$ cat config.mk
export PLATFORM = sky130hd
export DESIGN_NAME = cordic_rotator
export DESIGN_NICKNAME = d
export VERILOG_FILES = /design/src/rtl/cordic_pkg.sv /design/src/rtl/cordic_microrotation.sv /design/src/rtl/cordic_rotator.sv
export SDC_FILE = /design/constraint.sdc
export NUM_CORES = 1
export LEC_CHECK = 0
export ABC_AREA = 0
export BUFFER_PORTS_ARGS = -buffer_cell sky130_fd_sc_hd__buf_2
export CORE_MARGIN = 3
export CORE_UTILIZATION = 35
export DETAILED_ROUTE_END_ITERATION = 10
export PLACE_DENSITY_LB_ADDON = 0.1
export SKIP_CTS_REPAIR_TIMING = 1
export SLEW_MARGIN = 20
export SYNTH_ARGS = -nofsm -noshare
export SYNTH_HDL_FRONTEND = slang
export SYNTH_SLANG_ARGS = --single-unit
export TNS_END_PERCENT = 20
$ cat constraint.sdc
create_clock -name clk -period 5.8 [get_ports clk]
set_clock_uncertainty 0.1 [all_clocks]
set_input_delay 0.58 -clock clk [delete_from_list [all_inputs] [get_ports clk]]
set_output_delay 0.58 -clock clk [all_outputs]
set_load 0.01 [all_outputs]
$ cat src/rtl/cordic_pkg.sv
// Shared definitions for the CORDIC rotation and vectoring engines.
// Both engines use the same binary-angle format: 0x4000 = 90 degrees.
package cordic_pkg;

    typedef enum logic [1:0] {
        IDLE,
        ITER,
        COMP,
        DONE
    } cordic_state_t;

    localparam logic [15:0] ANGLE_90     = 16'h4000;
    localparam logic [15:0] GAIN_INV_Q15 = 16'h4DBA;
    localparam int          GUARD_BITS   = 2;

endpackage

$ cat src/rtl/cordic_microrotation.sv
// One combinational CORDIC micro-rotation step.
// The caller picks the direction, so rotation and vectoring engines can share this block.
module cordic_microrotation #(
    parameter int XY_WIDTH    = 18,
    parameter int ANGLE_WIDTH = 16,
    parameter int SHIFT_WIDTH = 4
) (
    input  logic signed [XY_WIDTH-1:0]    x,
    input  logic signed [XY_WIDTH-1:0]    y,
    input  logic        [ANGLE_WIDTH-1:0] z,
    input  logic        [SHIFT_WIDTH-1:0] shift,
    input  logic        [ANGLE_WIDTH-1:0] atan,
    input  logic                          counter_clockwise,
    output logic signed [XY_WIDTH-1:0]    x_next,
    output logic signed [XY_WIDTH-1:0]    y_next,
    output logic        [ANGLE_WIDTH-1:0] z_next
);

    logic signed [XY_WIDTH-1:0] x_shifted;
    logic signed [XY_WIDTH-1:0] y_shifted;

    always_comb begin
        x_shifted = x >>> shift;
        y_shifted = y >>> shift;
        if (counter_clockwise) begin
            x_next = x - y_shifted;
            y_next = y + x_shifted;
            z_next = z - atan;
        end else begin
            x_next = x + y_shifted;
            y_next = y - x_shifted;
            z_next = z + atan;
        end
    end

endmodule

$ cat src/rtl/cordic_rotator.sv
// Iterative CORDIC rotator: rotates (x_in, y_in) by angle_in, one micro-rotation per clock.
// Define CORDIC_GAIN_COMP_EN to add a COMP state that scales the result by 1/K.
module cordic_rotator
    import cordic_pkg::*;
#(
    parameter int DATA_WIDTH     = 16,
    parameter int ANGLE_WIDTH    = 16,
    parameter int ADDRESS_LENGTH = 4,
    parameter int ITERATIONS     = 14
) (
    input  logic                                    clk,
    input  logic                                    rst_n,
    input  logic                                    start,
    input  logic signed [DATA_WIDTH-1:0]            x_in,
    input  logic signed [DATA_WIDTH-1:0]            y_in,
    input  logic        [ANGLE_WIDTH-1:0]           angle_in,
    output logic                                    rom_read_enable,
    output logic        [ADDRESS_LENGTH-1:0]        rom_address,
    input  logic signed [DATA_WIDTH-1:0]            rom_data,
    output logic                                    busy,
    output logic                                    done,
    output logic signed [DATA_WIDTH+GUARD_BITS-1:0] x_out,
    output logic signed [DATA_WIDTH+GUARD_BITS-1:0] y_out,
    output logic        [ANGLE_WIDTH-1:0]           z_residual
);

    localparam int XY_WIDTH = DATA_WIDTH + GUARD_BITS;
    localparam logic [ANGLE_WIDTH-1:0] QUARTER_TURN = ANGLE_WIDTH'(ANGLE_90);

    cordic_state_t state;
    cordic_state_t next_state;

    logic        [ADDRESS_LENGTH-1:0] iter_count;
    logic signed [XY_WIDTH-1:0]       x_reg;
    logic signed [XY_WIDTH-1:0]       y_reg;
    logic        [ANGLE_WIDTH-1:0]    z_reg;
    logic signed [XY_WIDTH-1:0]       x_ext;
    logic signed [XY_WIDTH-1:0]       y_ext;
    logic signed [XY_WIDTH-1:0]       x_next;
    logic signed [XY_WIDTH-1:0]       y_next;
    logic        [ANGLE_WIDTH-1:0]    z_next;
    logic        [ANGLE_WIDTH-1:0]    atan;
    logic                             last_iter;
    logic                             accept;

    assign x_ext     = XY_WIDTH'(x_in);
    assign y_ext     = XY_WIDTH'(y_in);
    assign atan      = ANGLE_WIDTH'(rom_data);
    assign last_iter = (iter_count == ADDRESS_LENGTH'(ITERATIONS - 1));
    // The IDLE cycle that shows done must not start a new operation.
    assign accept    = (state == IDLE) && start && !done;

    cordic_microrotation #(
        .XY_WIDTH   (XY_WIDTH),
        .ANGLE_WIDTH(ANGLE_WIDTH),
        .SHIFT_WIDTH(ADDRESS_LENGTH)
    ) u_microrotation (
        .x                (x_reg),
        .y                (y_reg),
        .z                (z_reg),
        .shift            (iter_count),
        .atan             (atan),
        .counter_clockwise(~z_reg[ANGLE_WIDTH-1]),
        .x_next           (x_next),
        .y_next           (y_next),
        .z_next           (z_next)
    );

`ifdef CORDIC_GAIN_COMP_EN
    localparam int PROD_WIDTH = XY_WIDTH + 17;
    localparam logic signed [16:0]           GAIN_MULT  = 17'(GAIN_INV_Q15);
    localparam logic signed [PROD_WIDTH-1:0] ROUND_HALF = PROD_WIDTH'(1) <<< 14;

    logic signed [PROD_WIDTH-1:0] x_prod;
    logic signed [PROD_WIDTH-1:0] y_prod;
    logic signed [XY_WIDTH-1:0]   x_scaled;
    logic signed [XY_WIDTH-1:0]   y_scaled;

    always_comb begin
        x_prod   = x_reg * GAIN_MULT + ROUND_HALF;
        y_prod   = y_reg * GAIN_MULT + ROUND_HALF;
        x_scaled = XY_WIDTH'(x_prod >>> 15);
        y_scaled = XY_WIDTH'(y_prod >>> 15);
    end
`endif

    always_ff @(posedge clk) begin
        if (!rst_n) begin
            state <= IDLE;
        end else begin
            state <= next_state;
        end
    end

    always_comb begin
        next_state      = state;
        rom_read_enable = 1'b0;
        rom_address     = '0;
        case (state)
            IDLE: begin
                if (accept) begin
                    next_state = ITER;
                end
            end
            ITER: begin
                rom_read_enable = 1'b1;
                rom_address     = iter_count;
                if (last_iter) begin
`ifdef CORDIC_GAIN_COMP_EN
                    next_state = COMP;
`else
                    next_state = DONE;
`endif
                end
            end
            COMP:    next_state = DONE;
            DONE:    next_state = IDLE;
            default: next_state = IDLE;
        endcase
    end

    // Quadrant pre-rotation keeps the residual angle inside the CORDIC convergence range.
    always_ff @(posedge clk) begin
        if (!rst_n) begin
            iter_count <= '0;
            x_reg      <= '0;
            y_reg      <= '0;
            z_reg      <= '0;
            busy       <= 1'b0;
            done       <= 1'b0;
            x_out      <= '0;
            y_out      <= '0;
            z_residual <= '0;
        end else begin
            done <= 1'b0;
            case (state)
                IDLE: begin
                    if (accept) begin
                        busy       <= 1'b1;
                        iter_count <= '0;
                        case (angle_in[ANGLE_WIDTH-1 -: 2])
                            2'b01: begin
                                x_reg <= -y_ext;
                                y_reg <= x_ext;
                                z_reg <= angle_in - QUARTER_TURN;
                            end
                            2'b10: begin
                                x_reg <= y_ext;
                                y_reg <= -x_ext;
                                z_reg <= angle_in + QUARTER_TURN;
                            end
                            default: begin
                                x_reg <= x_ext;
                                y_reg <= y_ext;
                                z_reg <= angle_in;
                            end
                        endcase
                    end
                end
                ITER: begin
                    x_reg      <= x_next;
                    y_reg      <= y_next;
                    z_reg      <= z_next;
                    iter_count <= iter_count + 1'b1;
                end
`ifdef CORDIC_GAIN_COMP_EN
                COMP: begin
                    x_reg <= x_scaled;
                    y_reg <= y_scaled;
                end
`endif
                DONE: begin
                    x_out      <= x_reg;
                    y_out      <= y_reg;
                    z_residual <= z_reg;
                    done       <= 1'b1;
                    busy       <= 1'b0;
                end
                default: ;
            endcase
        end
    end

endmodule

==> run summary, run 1 <==
The run finished with clean final reports. In this run, the number of DRC markers left after iteration 0 of detailed routing was 1130. The master of the slowest instance on the critical path is a2111oi_0. The growth of design area from synthesis to finish is 11.9%. The total number of H-tree levels is 3. The clock transition at the registers of the reported paths is roughly 0.080 ns.

The number of global-route vias before repair is slightly below 10000. For this run, the top clock speed supported by timing is ~190 MHz. For this design the top-level I/O count stands at roughly 130. The multiplexer share of the synthesized area came out at between 10% and 20%. The slack of the worst reg-to-reg path is between 0.4 and 0.5 ns. The most common cell after layout, fill and taps aside is buf_2. The worst register-to-register path begins at iter_count[0]$_SDFFE_PN0P_. The global-route wire length before repair is between 50000 and 60000 µm. The count of final hold-check violations came out at 0. Of the post-synthesis cell area, the dominant cell type holds 20.7%. At the worst endpoint, the arrival time is 5.60 ns. In this design, the largest share of critical-path delay is due to simple AND/OR/NAND/NOR gates.

By area the synthesized netlist is led by dfxtp_1, mux2i_1, ha_1, mux4_2, a21oi_1. The post-synthesis sequential area ratio came out at between 20% and 30%. The compound-cell area share of the yosys netlist is 23.0%. The XOR/XNOR share of the synthesized area came out at 7.98%.

After layout, the minimum clock period comes to approximately 5.4 ns. The leftover overflow at the end of global routing came out at 0. The setup TNS is 0 ns.

The number of antenna diodes in the final layout is 0. The pin count of the biggest net entering global routing came out at 79. The warning count from the yosys run is 0. The initial core utilization came out at between 30% and 40%.

The maximum fanout along the worst path is 41. The total setup violations reported at the end of the flow is 0. Walking the worst path, the cells encountered are buf_12, or2_1, mux2_1, mux4_2, nor3_1, and2_2, nor2_1, xnor2_1, ha_1, a2111oi_0, o31ai_1, and4_1, a2111oi_0, or3_1, xnor3_1, o221ai_1, and2_1. The worst hold path class is flip-flop to flip-flop. The largest area contributor in the synthesized netlist is dfxtp_1.

Dividing the detail-routed wire length by the instance count gives ~21 µm. In this run, distinct cell masters in the synthesized netlist total 84. The number of cells traversed by the worst register-to-register path came out at 17. Along the worst hold path, the cell count comes to 2. The buffers plus inverters on the worst setup path came out at 1. The count of input and output buffers came out at roughly 130.

In this run the number of cells on the critical path is 17. Of the cells placed in the final design, the portion with a size suffix greater than 1 is around 17%. The simple-gate share of the synthesized area is between 10% and 20%. Global routing used roughly 22% of the available tracks.

The sum of internal, switching and leakage power came out at 7.38 mW. Dividing the final minimum period by the clock period gives 92.7%. The HPWL after detailed placement came out at roughly 28000 µm.

The cell area that synthesis handed to floorplanning was around 0.011 mm². The total internal power came out at around 3.7 mW. Once detail routing completed, the nets flagged for antenna violations numbered 0. The TritonCTS clock tree is done.

In the layout the commonest cells are buf_2, dfxtp_1, a21oi_1, nor2_1, mux2i_1. Setup repair after global routing left no endpoint under its margin. The worst-case vdd ir drop is 250 µV. The gate count of the mapped netlist is between 1000 and 1500. The number of pins exceeding their max-slew limit in the final report came out at 0.

The maximum buffer depth of the clock tree came out at 2. The worst setup path is captured at a flip-flop. The dominant synthesized flop cell is dfxtp_1. The number of maximum-capacitance violations came out at 0. The setup path with the least slack is of type flip-flop to flip-flop.

The share of total power in the clock network came out at under 10%. The worst setup path is launched from a flip-flop. The number of fill cells came out at ~3100. The routed via count is 10300.

The power density of the placed cells is between 600 and 700 mW/mm². For this block, the routed nets add up to 37900 µm of wire. On the worst path, the slowest cell contributes a delay of slightly below 0.6 ns. The pin slew with the least headroom to its limit is roughly 1.2 ns.

In this run the tightest slew margin relative to its limit is between 20% and 30%. The number of antenna violations at the first check in global routing came to 0. The most critical setup path has its startpoint at iter_count[0]$_SDFFE_PN0P_. The most numerous cell type found on the critical path is a2111oi_0. The switching power came out at between 3 and 4 mW. CTS placed an instance of clkbuf_16 at the clock tree root.

The height of the die came out at approximately 180 µm. The final-stage net count is between 1500 and 2000. The leakage power summed over all cells came out at between 4 and 5 nW. By area, the combinational part of the netlist is dominated by compound AO/OA/AOI/OAI gates.

The share of total power consumed by net switching came out at roughly 50%. The share of power burned in registers came out at 18.1%. The count of standard-cell rows came out at 63. The area of the die came out at approximately 0.033 mm². The worst endpoint required time came out at 6.03 ns. The number of enable-type register cells in the synthesized netlist came out at 0.

The routability-driven placement congestion ratio is between 0.9 and 1. The mean instance size in the synthesized netlist came out at 8.32 µm². The via-per-instance ratio came out at 5.80. The post-synthesis net count is about 1400. The worst min-delay path startpoint is x_out[15]$_SDFFE_PN0P_. The total clock sinks came out at between 100 and 150.

The first-pass iteration count of the detailed router is 5. For this run, design rule violations remaining after detail routing come to 0. The total clock buffers created by CTS is 9. The floorplan step set the die width to around 180 µm. The placeable core area came out at around 0.030 mm².

Of the total synthesized cell area, the portion taken by full adders, half adders and majority gates is around 8%. The synthesized flop and latch total is between 100 and 150. The clock latency at the later pin of the worst-skew pair came out at between 0.3 and 0.4 ns. In the synthesized netlist the async set-or-reset flop fraction comes to 0%.

The share of total power dissipated in combinational logic is between 70% and 80%.
-- logic make-up after synthesis --
group,Yosys count
multiplexers,136
AND/OR/NAND/NOR,380
flip-flops,112
adder cells (fa/ha/maj),66
buffers and inverters,132
AO/OA/AOI/OAI,377
XOR/XNOR,97
-- power groups by stage --
stage	sequential, mW	combinational, mW	clock [mW]
CTS	1.32	5.29	0.749
detailed placement	1.34	5.25	0
finish	1.33	5.33	0.720
floorplan	1.15	4.10	0
global route	1.36	5.92	0.769
global placement	1.35	5.27	0
-- final cells by class --
class	count	area (µm²)	share of cell area (%)
inverters	41	154	1.27
clock inverters	6	91.3	0.755
flip-flops and latches	112	2250	18.6
repair buffers	157	881	7.28
multi-input cells	1056	8000	66.1
clock buffers	10	239	1.97
well taps	390	488	4.03
-- routing by layer --
layer,share of wire [%],track usage [%]
met1,49,33.7
met2,42,32.3
met3,6.5,4.25
met4,2.4,6.43
met5,0,0
-- cells in the mapped netlist, types with 15 or more instances --
| cell | number |
|---|---|
| nor2_1 | 90 |
| nor2b_1 | 72 |
| a221oi_1 | 16 |
| a21oi_1 | 106 |
| nor3_1 | 33 |
| o211ai_1 | 21 |
| dfxtp_1 | 112 |
| clkbuf_1 | 61 |
| a31oi_1 | 21 |
| a211oi_1 | 19 |
| nand2_1 | 72 |
| mux4_2 | 29 |
| mux2i_1 | 86 |
| o21ai_0 | 73 |
| o211a_1 | 17 |
| ha_1 | 63 |
| a21o_1 | 15 |
| or3_1 | 15 |
| xnor2_1 | 49 |
| nand3_1 | 18 |
| xor2_1 | 47 |
| mux2_2 | 17 |
| inv_1 | 41 |
-- path summary, 6_finish.rpt --
path	to
worst max-delay path	x_reg[17]$_SDFFE_PN0P_
worst min-delay path	x_out[15]$_SDFFE_PN0P_
worst max register to register	x_reg[17]$_SDFFE_PN0P_
worst min register to register	x_out[15]$_SDFFE_PN0P_
-- worst reg2reg max path: stages, from the launching register on --
cell,delay (ns)
dfxtp_2,0.53
buf_12,0.30
or2_1,0.31
mux2_1,0.35
mux4_2,0.54
nor3_1,0.27
and2_2,0.19
nor2_1,0.05
xnor2_1,0.16
ha_1,0.23
a2111oi_0,0.59
o31ai_1,0.25
and4_1,0.27
a2111oi_0,0.37
or3_1,0.18
xnor3_1,0.37
o221ai_1,0.13
and2_1,0.14
-- through the flow --
stage / instances / cell area, µm² / utilization, % / setup WS, ns / hold slack, ns
after floorplan: 1300 / 10800 / - / 0.974 / 0.358
after global placement: 1756 / 11800 / 39.2 / 0.510 / 0.388
after detailed placement: 1756 / 11800 / 39.2 / 0.410 / 0.400
after CTS: 1772 / 12100 / 40.3 / 0.375 / 0.406
after global routing: 1772 / 12100 / 40.3 / 0.0260 / 0.437
final: 1772 / 12100 / 40.3 / 0.422 / 0.414
No activity file was read; power rests on OpenSTA's default activity.
==> inputs of run 2 (changes only) <==
- RECOVER_POWER: not set -> 100
- clock period: 5.8 -> 4.45 ns (I/O delays scaled with it)
==> run summary, run 2 (same netlist as run 1, synthesis figures left out) <==
The run finished, with violations left. The checks that failed: capacitance limit, slew limit, setup timing. The maximum buffer depth of the clock tree came out at 2 (unchanged). The clock transition at the registers of the reported paths came out at 0.09 ns (about the same). The worst hold path begins at angle_in[13]. The HPWL after detailed placement came out at 31100 µm (+11%). The number of cells traversed by the worst register-to-register path is 19 (+2).

The number of maximum-capacitance violations came to 1 (+1). The cell chosen for the clock root is clkbuf_16. The cell depth of the worst min-delay path came out at 3 (+1). The critical path is of the flip-flop to flip-flop type. The count of standard-cell rows came out at 63 (unchanged).

The signal on the critical path passes through buf_8, mux4_2, mux2_4, a222oi_1, and2b_2, and4b_1, and2b_2, nor4_1, a221oi_1, o21ai_1, ha_1, nand3_2, nor2_4, and4_4, a2111oi_2, or3_1, xnor3_1, o221ai_2, and2_1. The height of the die is 182 µm (unchanged). The total number of H-tree levels is 3 (unchanged). The final instance area is 0.0141 mm² (+16%).

Setup repair after global routing could not meet its margin everywhere. The total clock sinks is 112 (unchanged). The timing-limited maximum frequency is 216 MHz (+16%). The number of design rule violations left after detail routing came out at 0 (unchanged). The pre-CTS setup slack is -0.331 ns (-0.740 ns). The placeable core area is 0.0300 mm² (unchanged). The routed wire length came out at 40400 µm (+6.8%). The tightest min-delay check is of the input port to flip-flop type. The endpoint of the worst-slack reg-to-reg timing path is x_reg[17]$_SDFFE_PN0P_.

The maximum fanout along the worst path is 7 (-83%). The share of post-route cells with drive strength above 1 came out at 29.2% (+12 points). The number of diodes is 0 (unchanged). The number of pins exceeding their max-slew limit in the final report is 55 (+55).

The relative max-transition margin was -124% (-150 points). The worst-case vdd ir drop is 325 µV (+30%). The DRC violation total after the first TritonRoute iteration came to 774 (-32%). The total clock buffers created by CTS is 9 (unchanged). The routed via count is 11100 (+7.5%). The initial core utilization was 36.0% (unchanged). The routability-driven placement congestion ratio is 0.969 (+0.52%).

The via-per-instance ratio came out at 5.58 (-3.8%). The smallest setup slack after layout is -0.187 ns (-0.609 ns). The sum of internal, switching and leakage power came out at 12.2 mW (+66%). The I/O pin count is 126 (unchanged). The count of final hold-check violations is 0 (unchanged).

The number of antenna violations at the first check in global routing is 1 (+1). The post-detailed-route count of antenna-violating nets came out at 0 (unchanged). The shortest period the worst path allows came out at 4.64 ns (-0.741 ns). The most numerous cell type found on the critical path is and2b_2.

The number of global-route vias before repair was 10600 (+9.9%). The critical path arrival came out at 4.80 ns (-0.80 ns). The leakage power summed over all cells came out at 5.71 nW (+19%). The power density of the placed cells was 868 mW/mm² (+42%). The worst setup path is launched from a flip-flop. The worst hold path terminates at z_reg[13]$_SDFFE_PN0P_. STA classifies the critical path endpoint as a flip-flop. The area of the die is 0.0330 mm² (unchanged). The clock latency at the later pin of the worst-skew pair was 0.38 ns (about the same). The worst endpoint required time is 4.62 ns (-1.41 ns). The first-pass iteration count of the detailed router is 5 (unchanged). TritonCTS built the clock tree. The final-stage net count is 1718 (+14%). The largest stage delay on the critical path came to 0.52 ns (-0.07 ns). The overall track demand over capacity in global routing is 23.7% (+1.3 points). Leaving out fill and tap cells, the most frequent cell in the layout is buf_4. The pin slew with the least headroom to its limit came out at 3.36 ns (+2.18 ns). The slowest stage of the critical path is the mux4_2 cell.

The routed wirelength normalized by instance count came out at 20.4 µm (-4.4%). Leaving out fill and tap cells, the most frequent cells in the layout are buf_4, dfxtp_1, a21oi_1, mux2i_1, nor2_1. The global-route wire length before repair came out at 62500 µm (+7.6%). The pin count of the biggest net entering global routing came out at 85 (+7.6%). The width of the die is 182 µm (unchanged). The launching point of the worst reg2reg path is iter_count[1]$_SDFFE_PN0P_.

The cell area after placement came out at 0.0133 mm² (+13%). The core occupancy in the finished layout came out at 46.9% (+6.6 points). The post-route fraction of the period consumed by the critical path is 104% (+11 points). The count of input and output buffers is 125 (unchanged). The total setup violations reported at the end of the flow is 6 (+6). The leftover overflow at the end of global routing is 0 (unchanged).

Compared with the post-synthesis result, the final layout area differs by 30.2%. The slack of the worst reg-to-reg path came to -0.19 ns (-0.61 ns).
[run 2: worst max-delay path by stage]
stage,startpoint,endpoint,slack [ns],depth (start not counted)
after floorplan,iter_count[0]$_SDFFE_PN0P_,x_reg[17]$_SDFFE_PN0P_,-0.04,18
after global placement,iter_count[2]$_SDFFE_PN0P_,y_reg[15]$_SDFFE_PN0P_,-0.25,18
after detailed placement,iter_count[2]$_SDFFE_PN0P_,x_reg[15]$_SDFFE_PN0P_,-0.33,17
after CTS,iter_count[2]$_SDFFE_PN0P_,x_reg[15]$_SDFFE_PN0P_,-0.38,17
after global routing,iter_count[1]$_SDFFE_PN0P_,x_reg[16]$_SDFFE_PN0P_,-0.47,20
final,iter_count[1]$_SDFFE_PN0P_,x_reg[17]$_SDFFE_PN0P_,-0.19,19
[run 2: routing by layer]
metal	up-vias	track usage (%)	wire [µm]
met5	-	0	13
met4	2	5.88	928
met3	42	3.39	1970
met2	306	38.3	18600
met1	5321	33.4	18900
li1	5384	-	-
[run 2: cell type report]
cell class	count	area, µm²
clock inverter	7	97.6
multi-input combinational	1056	8400
fill	2977	16000
sequential	112	2250
tap	390	488
inverter	41	158
timing repair buffer	365	2460
clock buffer	9	225
[run 2: per-stage QoR]
stage | TNS (ns) | hold WS, ns | std cells
after detailed placement | -2.07 | 0.385 | 1947
after CTS | -2.64 | 0.279 | 1963
after global placement | -1.65 | 0.382 | 1947
after floorplan | -0.0499 | 0.358 | 1300
after global routing | -2.99 | 0.282 | 1980
final | -0.645 | 0.297 | 1980
[run 2: critical path, delay by kind of cell (launching register included)]
family,cells,cell delay [ns]
DFF,1,0.38
buffers and inverters,1,0.13
xor gates and xnor gates,1,0.22
and+or+nand+nor,9,1.66
muxes,2,0.80
adders and majority gates,1,0.36
AOI/OAI and AO/OA,5,0.88
[run 2: power by group]
part	leakage (nW)	total (mW)	internal, mW	switching [mW]
combinational	4.64	9.70	4.81	4.89
sequential	0.916	1.60	1.24	0.368
clock	0.156	0.919	0.455	0.464
total	5.71	12.2	6.50	5.72
